`config.mk`:
```
export PLATFORM = sky130hd
export DESIGN_NAME = carry_chain_pipe
export DESIGN_NICKNAME = d
export VERILOG_FILES = /design/src/rtl/carry_chain_pkg.sv /design/src/rtl/carry_chain_seg.sv /design/src/rtl/carry_chain_pipe.sv
export SDC_FILE = /design/constraint.sdc
export NUM_CORES = 1
export LEC_CHECK = 0
export BUFFER_PORTS_ARGS = -buffer_cell sky130_fd_sc_hd__buf_2
export CAP_MARGIN = 0
export CORE_ASPECT_RATIO = 1.4
export CORE_UTILIZATION = 56
export CTS_CLUSTER_DIAMETER = 100
export DETAILED_ROUTE_END_ITERATION = 10
export PLACE_DENSITY = 0.78
export SLEW_MARGIN = 20
export SYNTH_ARGS = -nofsm -noshare
export SYNTH_HDL_FRONTEND = slang
export SYNTH_HIERARCHICAL = 1
export SYNTH_SLANG_ARGS = --single-unit
```
`constraint.sdc`:
```
create_clock -name CLK -period 2.1 [get_ports CLK]
set_input_delay 0 -clock CLK [delete_from_list [all_inputs] [get_ports CLK]]
set_output_delay 0 -clock CLK [all_outputs]
set_load 0.05 [all_outputs]
```
`src/rtl/carry_chain_pkg.sv`:
```
// carry_chain_pkg: shared constants, segment-count helper and the pipeline
// stage record used by carry_chain_pipe.
package carry_chain_pkg;

    // Legal range of the total chain width.
    localparam int MIN_WIDTH = 8;
    localparam int MAX_WIDTH = 128;

    // One pipeline stage. The data field holds two lanes of MAX_WIDTH bits:
    //   lane A = data[MAX_WIDTH-1:0]             : DI for segments not yet
    //                                              computed, CO for segments done
    //   lane B = data[2*MAX_WIDTH-1:MAX_WIDTH]   : S  for segments not yet
    //                                              computed, O  for segments done
    // Keeping unconsumed inputs and finished outputs in the same slots is what
    // provides the input skew and output deskew. Lane bits at or above WIDTH
    // stay zero.
    typedef struct packed {
        logic                     valid;
        logic                     carry;
        logic [2*MAX_WIDTH-1:0]   data;
    } stage_t;

    // Number of pipeline segments; guards against a zero segment width so the
    // range checks in the top can report the problem instead of dividing by 0.
    function automatic int calc_nseg(input int width, input int seg_w);
        if (seg_w > 0) begin
            return width / seg_w;
        end
        return 1;
    endfunction

endpackage

```
`src/rtl/carry_chain_seg.sv`:
```
// carry_chain_seg: one purely combinational SEG_W-bit carry-mux/XOR chain.
// Bit i: o = s ^ c, co = s ? c : di, and co feeds the next bit's carry.
module carry_chain_seg #(
    parameter int SEG_W = 8
) (
    input  logic             ci,
    input  logic [SEG_W-1:0] di,
    input  logic [SEG_W-1:0] s,
    output logic [SEG_W-1:0] co,
    output logic [SEG_W-1:0] o
);

    // Ripple the carry through the segment, bit 0 first.
    always_comb begin
        logic c;
        c  = ci;
        co = '0;
        o  = '0;
        for (int i = 0; i < SEG_W; i++) begin
            o[i]  = s[i] ^ c;
            co[i] = s[i] ? c : di[i];
            c     = co[i];
        end
    end

endmodule

```
`src/rtl/carry_chain_pipe.sv`:
```
// carry_chain_pipe: WIDTH-bit carry-mux chain split into NSEG = WIDTH/SEG_W
// pipeline segments. Segment k is evaluated in stage k; its carry-out is
// registered into stage k+1, so a beat's CO/O emerge aligned NSEG cycles
// after acceptance.
// Build option: define CARRY_CHAIN_PIPE_SPLIT_EN to add the SPLIT/CI_SEG
// ports, which let segment k>0 take CI_SEG[k] as its carry-in.
//
// Handshake: a beat transfers on a rising CLK edge where VALID and READY are
// both high on that side. IN_VALID/OUT_VALID must not depend on the matching
// READY. The whole pipeline advances on an edge where OUT_VALID is low or
// OUT_READY is high; IN_READY is exactly that advance condition, so it is
// combinational on OUT_READY. A pop and a push may happen on the same edge.
module carry_chain_pipe
    import carry_chain_pkg::*;
#(
    parameter int WIDTH = 32,
    parameter int SEG_W = 8
) (
    input  logic             CLK,
    input  logic             RST_N,
    input  logic             IN_VALID,
    output logic             IN_READY,
    input  logic             CI,
    input  logic [WIDTH-1:0] DI,
    input  logic [WIDTH-1:0] S,
`ifdef CARRY_CHAIN_PIPE_SPLIT_EN
    input  logic [calc_nseg(WIDTH, SEG_W)-1:0] SPLIT,
    input  logic [calc_nseg(WIDTH, SEG_W)-1:0] CI_SEG,
`endif
    output logic             OUT_VALID,
    input  logic             OUT_READY,
    output logic [WIDTH-1:0] CO,
    output logic [WIDTH-1:0] O
);

    localparam int NSEG = calc_nseg(WIDTH, SEG_W);

    if (SEG_W < 1 || (WIDTH % SEG_W) != 0) begin : g_bad_seg_w
        $error("carry_chain_pipe: WIDTH (%0d) must be a multiple of SEG_W (%0d)", WIDTH, SEG_W);
    end
    if (WIDTH < MIN_WIDTH || WIDTH > MAX_WIDTH) begin : g_bad_width
        $error("carry_chain_pipe: WIDTH (%0d) outside %0d..%0d", WIDTH, MIN_WIDTH, MAX_WIDTH);
    end

    logic              advance;
    stage_t [NSEG-1:0] pipe_q;
    stage_t [NSEG-1:0] stage_d;
    logic [NSEG-1:0]   seg_cin;
    logic [WIDTH-1:0]  seg_co;
    logic [WIDTH-1:0]  seg_o;
    logic [WIDTH-1:0]  res_co;
    logic [WIDTH-1:0]  res_o;

    assign advance  = !OUT_VALID || OUT_READY;
    assign IN_READY = advance;

`ifdef CARRY_CHAIN_PIPE_SPLIT_EN
    // Split controls travel with the beat: [stage][segment].
    logic [NSEG-1:0][NSEG-1:0] split_q;
    logic [NSEG-1:0][NSEG-1:0] ci_seg_q;

    // Shift the split controls alongside the stage records.
    always_ff @(posedge CLK or negedge RST_N) begin
        if (!RST_N) begin
            split_q  <= '0;
            ci_seg_q <= '0;
        end else if (advance) begin
            split_q[0]  <= SPLIT;
            ci_seg_q[0] <= CI_SEG;
            for (int k = 1; k < NSEG; k++) begin
                split_q[k]  <= split_q[k-1];
                ci_seg_q[k] <= ci_seg_q[k-1];
            end
        end
    end
`endif

    // Carry into each segment: the registered carry from the previous
    // segment, or the injected carry when that segment is split off.
    always_comb begin
        seg_cin = '0;
        for (int k = 0; k < NSEG; k++) begin
            seg_cin[k] = pipe_q[k].carry;
        end
`ifdef CARRY_CHAIN_PIPE_SPLIT_EN
        for (int k = 1; k < NSEG; k++) begin
            if (split_q[k][k]) begin
                seg_cin[k] = ci_seg_q[k][k];
            end
        end
`endif
    end

    for (genvar k = 0; k < NSEG; k++) begin : g_seg
        carry_chain_seg #(
            .SEG_W (SEG_W)
        ) u_seg (
            .ci (seg_cin[k]),
            .di (pipe_q[k].data[k*SEG_W +: SEG_W]),
            .s  (pipe_q[k].data[MAX_WIDTH + k*SEG_W +: SEG_W]),
            .co (seg_co[k*SEG_W +: SEG_W]),
            .o  (seg_o[k*SEG_W +: SEG_W])
        );
    end

    // Next stage contents: stage 0 loads the new beat; stage k takes stage
    // k-1 with segment k-1's inputs replaced by its results and its carry-out.
    always_comb begin
        stage_d                         = '0;
        stage_d[0].valid                = IN_VALID;
        stage_d[0].carry                = CI;
        stage_d[0].data[WIDTH-1:0]      = DI;
        stage_d[0].data[MAX_WIDTH +: WIDTH] = S;
        for (int k = 1; k < NSEG; k++) begin
            stage_d[k]       = pipe_q[k-1];
            stage_d[k].carry = seg_co[k*SEG_W-1];
            stage_d[k].data[(k-1)*SEG_W +: SEG_W]             = seg_co[(k-1)*SEG_W +: SEG_W];
            stage_d[k].data[MAX_WIDTH + (k-1)*SEG_W +: SEG_W] = seg_o[(k-1)*SEG_W +: SEG_W];
        end
    end

    // Final result: earlier segments come from the last stage record, the
    // top segment straight from its combinational chain.
    always_comb begin
        res_co = pipe_q[NSEG-1].data[WIDTH-1:0];
        res_o  = pipe_q[NSEG-1].data[MAX_WIDTH +: WIDTH];
        res_co[(NSEG-1)*SEG_W +: SEG_W] = seg_co[(NSEG-1)*SEG_W +: SEG_W];
        res_o[(NSEG-1)*SEG_W +: SEG_W]  = seg_o[(NSEG-1)*SEG_W +: SEG_W];
    end

    // Stage registers and output register; everything freezes while stalled,
    // and CO/O only change when a valid beat reaches the output.
    always_ff @(posedge CLK or negedge RST_N) begin
        if (!RST_N) begin
            pipe_q    <= '0;
            OUT_VALID <= 1'b0;
            CO        <= '0;
            O         <= '0;
        end else if (advance) begin
            pipe_q    <= stage_d;
            OUT_VALID <= pipe_q[NSEG-1].valid;
            if (pipe_q[NSEG-1].valid) begin
                CO <= res_co;
                O  <= res_o;
            end
        end
    end

    // Lane bits above WIDTH and already-consumed split controls are never
    // read by the datapath; fold them into one sink.
    logic unused_bits;
`ifdef CARRY_CHAIN_PIPE_SPLIT_EN
    assign unused_bits = ^{pipe_q, split_q, ci_seg_q};
`else
    assign unused_bits = ^pipe_q;
`endif

endmodule
```
==> results.yml <==
run_status:
  status: "finished, final reports clean"
setup_path:
  cp-start-kind: "flip-flop"
  path_buf_inv: 0
  r2r_setup_slack_ps: 160
  crit_slowest_cell: "dfrtp_1"
  cp_cell_sequence: "mux2i_4 > nand4_1 > o2111ai_1 > a41oi_2 > mux2_2 > mux2_2"
  worstSetupPathType: "reg -> reg"
  r2r_start: "pipe_q[660]"
  worst_ep_arrival_time_ps: 2360
  reg2reg_to: "pipe_q[797]"
  cpMostUsedCell: "mux2_2"
  crit_path_end_kind: "flip-flop"
  slowest_delay_ps: 430
  required_ps: 2530
  crit_cells: 6
  crit_fanout: 4
  crit_family: "multiplexers"
  reg2reg_depth: 6
finish:
  final_common_cell: "dfrtp_1"
  syn_to_final_growth_pct: 22.5
  final_layout_size_suffix_gt1_frac: 0.535
  fillers: 1510
  final_cell_mix: "326 x dfrtp_1, 265 x mux2_2, 133 x buf_2, 68 x mux2_4, 67 x dlygate4sd3_1"
  n_antenna_cell: 0
  fin_cells: 1346
  finalNetCount: 1085
floorplanning:
  initial_utilization: 0.569
  die_area_um2: 24100
  rows: 66
  design.core.area_um2: 23100
  num_io_pins: 135
  die_w_um: 132
  chipHeight_um: 183
routing:
  dr.first_iter.drc_count: 222
  drc: 0
  vias_per_cell: 5.21
  drt_pass1_iterations: 4
  num_vias: 7016
  antenna_left: 0
  totalWireLength_um: 22800
  wl_per_cell_um: 17.0
sta:
  rsz0062_at_grt: "no"
  setup_viol: 0
  relSlewSlack: 0.572
  hold_viol_final: 0
  tightest_slew_ps: 641
  layout_min_cycle_time_ps: 1940
  post-route-period-util: 0.923
  fin_worst_skew_ps: 11.8
  fmaxAchievable_mhz: 516
  fin_setup_tns_ps: 0
  maxSlewViolCount: 0
synthesis:
  synth_cell_types: 23
  synth_area_leader_cell: "dfrtp_1"
  netlist_instances: 793
  synthesis.area_um2: 13200
  synthTopCellsByArea: "dfrtp_1 62%, mux2_2 23%, mux2_4 7.8%"
  synth-main-ff-cell: "dfrtp_1"
  ys_seq_area_frac: 0.620
  synth_top_cell_area_share: 0.620
  yosysWarnings: 6
  syn_avg_cell_area_um2: 16.6
  ys_seq_elements: 326
  synth_edf_count: 0
  synth_fp_nets: 862
  synth_async_sr_flop_share: 1.00
global_routing:
  antenna_found_initial: 0
  grt_pass1_wl_um: 38300
  grt_pass1_vias: 7562
  track_usage: 0.196
  grt_max_degree: 113
  gr-total-overflow: 0
clocking:
  cts_buffers: 31
  cts_tree: "built"
  clk_latency_ps: 550
  htree_num_levels: 1
  cts.sinks: 326
  cts.path.max_buffers: 3
  cts-root-buf: "clkbuf_16"
  cts_setup_buffers: 0
  path_clk_slew_ps: 60
hold_path:
  worstHoldPathType: "in -> async"
place:
  place.gp.congestion: 0.743
  place_inst: 1221
  dp_hpwl_um: 14300
  port_buffers: 134
power:
  powerDensity_nw_per_um2: 1710
  leakagePower_uw: 0.00728
  power_uw: 27600
  ir_drop_uv: 989
run:
  maxCapViolCount: 0
==> worst max-delay path by stage <==
stage / startpoint / endpoint / slack [ps]
after floorplan: pipe_q[128] / pipe_q[265] / 330
after global placement: pipe_q[660] / pipe_q[797] / 160
after detailed placement: pipe_q[660] / pipe_q[797] / 130
after CTS: pipe_q[660] / pipe_q[797] / 110
after global routing: pipe_q[660] / pipe_q[797] / 10
final: pipe_q[660] / pipe_q[797] / 160
==> synth_stat cells, types with 5 or more instances <==
cell type  number
buf_4          10
xor2_1         28
a31oi_1         8
nand2_1         8
nor2_1          8
mux2_4         68
buf_2          16
nand2b_1        5
mux2_2        265
dfrtp_1       326
buf_6           9
==> timing repair <==
action | in CTS | in global routing
endpoints found under the hold margin | 381 | 0
hold buffers | 68 | 0
resized for setup | 0 | 1
setup endpoints to repair | 0 | 1
==> metrics by stage <==
| step | instance area (um2) | hold WS, ps | setup slack [ps] | utilization |
|---|---|---|---|---|
| 2_1_floorplan | 13200 | -296 | 329 | - |
| 3_3_place_gp | 14300 | -41.1 | 162 | 0.616 |
| 3_5_place_dp | 14300 | -37.2 | 127 | 0.616 |
| 4_1_cts | 16100 | 72.1 | 115 | 0.697 |
| 5_1_grt | 16100 | 110 | 13.4 | 0.697 |
| 6_report | 16100 | 81.4 | 162 | 0.697 |
==> logic make-up after synthesis <==
kind of cell    synth area share
xor+xnor                  0.0213
buf+inv                   0.0206
simple gates              0.0126
compound gates            0.0175
flops                      0.620
mux                        0.308
==> tightest hold or removal path, stage by stage <==
cell,delay (ps)
dlygate4sd3_1,560
buf_8,190
buf_12,230
==> flip-flops by register name, summed over array words and instances (netlist names) <==
name / count
pipe_q: 261
CO: 32
O: 32
OUT_VALID: 1
==> power by group <==
group	internal (uW)	leakage [uW]	switching, uW
clock network	3920	0.000578	2350
logic	5010	0.00292	5260
registers	9210	0.00378	1860
total	18100	0.00728	9470
==> layout make-up <==
cell class / count / area, um2 / share of cell area
clock inverters: 21 / 344 / 0.0213
clock buffers: 36 / 825 / 0.0511
flip-flops and latches: 326 / 8160 / 0.506
well taps: 306 / 383 / 0.0237
repair buffers: 225 / 1650 / 0.102
multi-input cells: 428 / 4750 / 0.295
inverters: 4 / 15.0 / 0.000931
==> layer usage <==
metal | global-route usage | wire [um] | vias to the layer above
li1 | - | - | 3266
met1 | 0.250 | 9570 | 3580
met2 | 0.345 | 11900 | 129
met3 | 0.0281 | 843 | 41
met4 | 0.0651 | 583 | 0
met5 | 0 | 0 | -
Power figures use the tool's default switching activity.
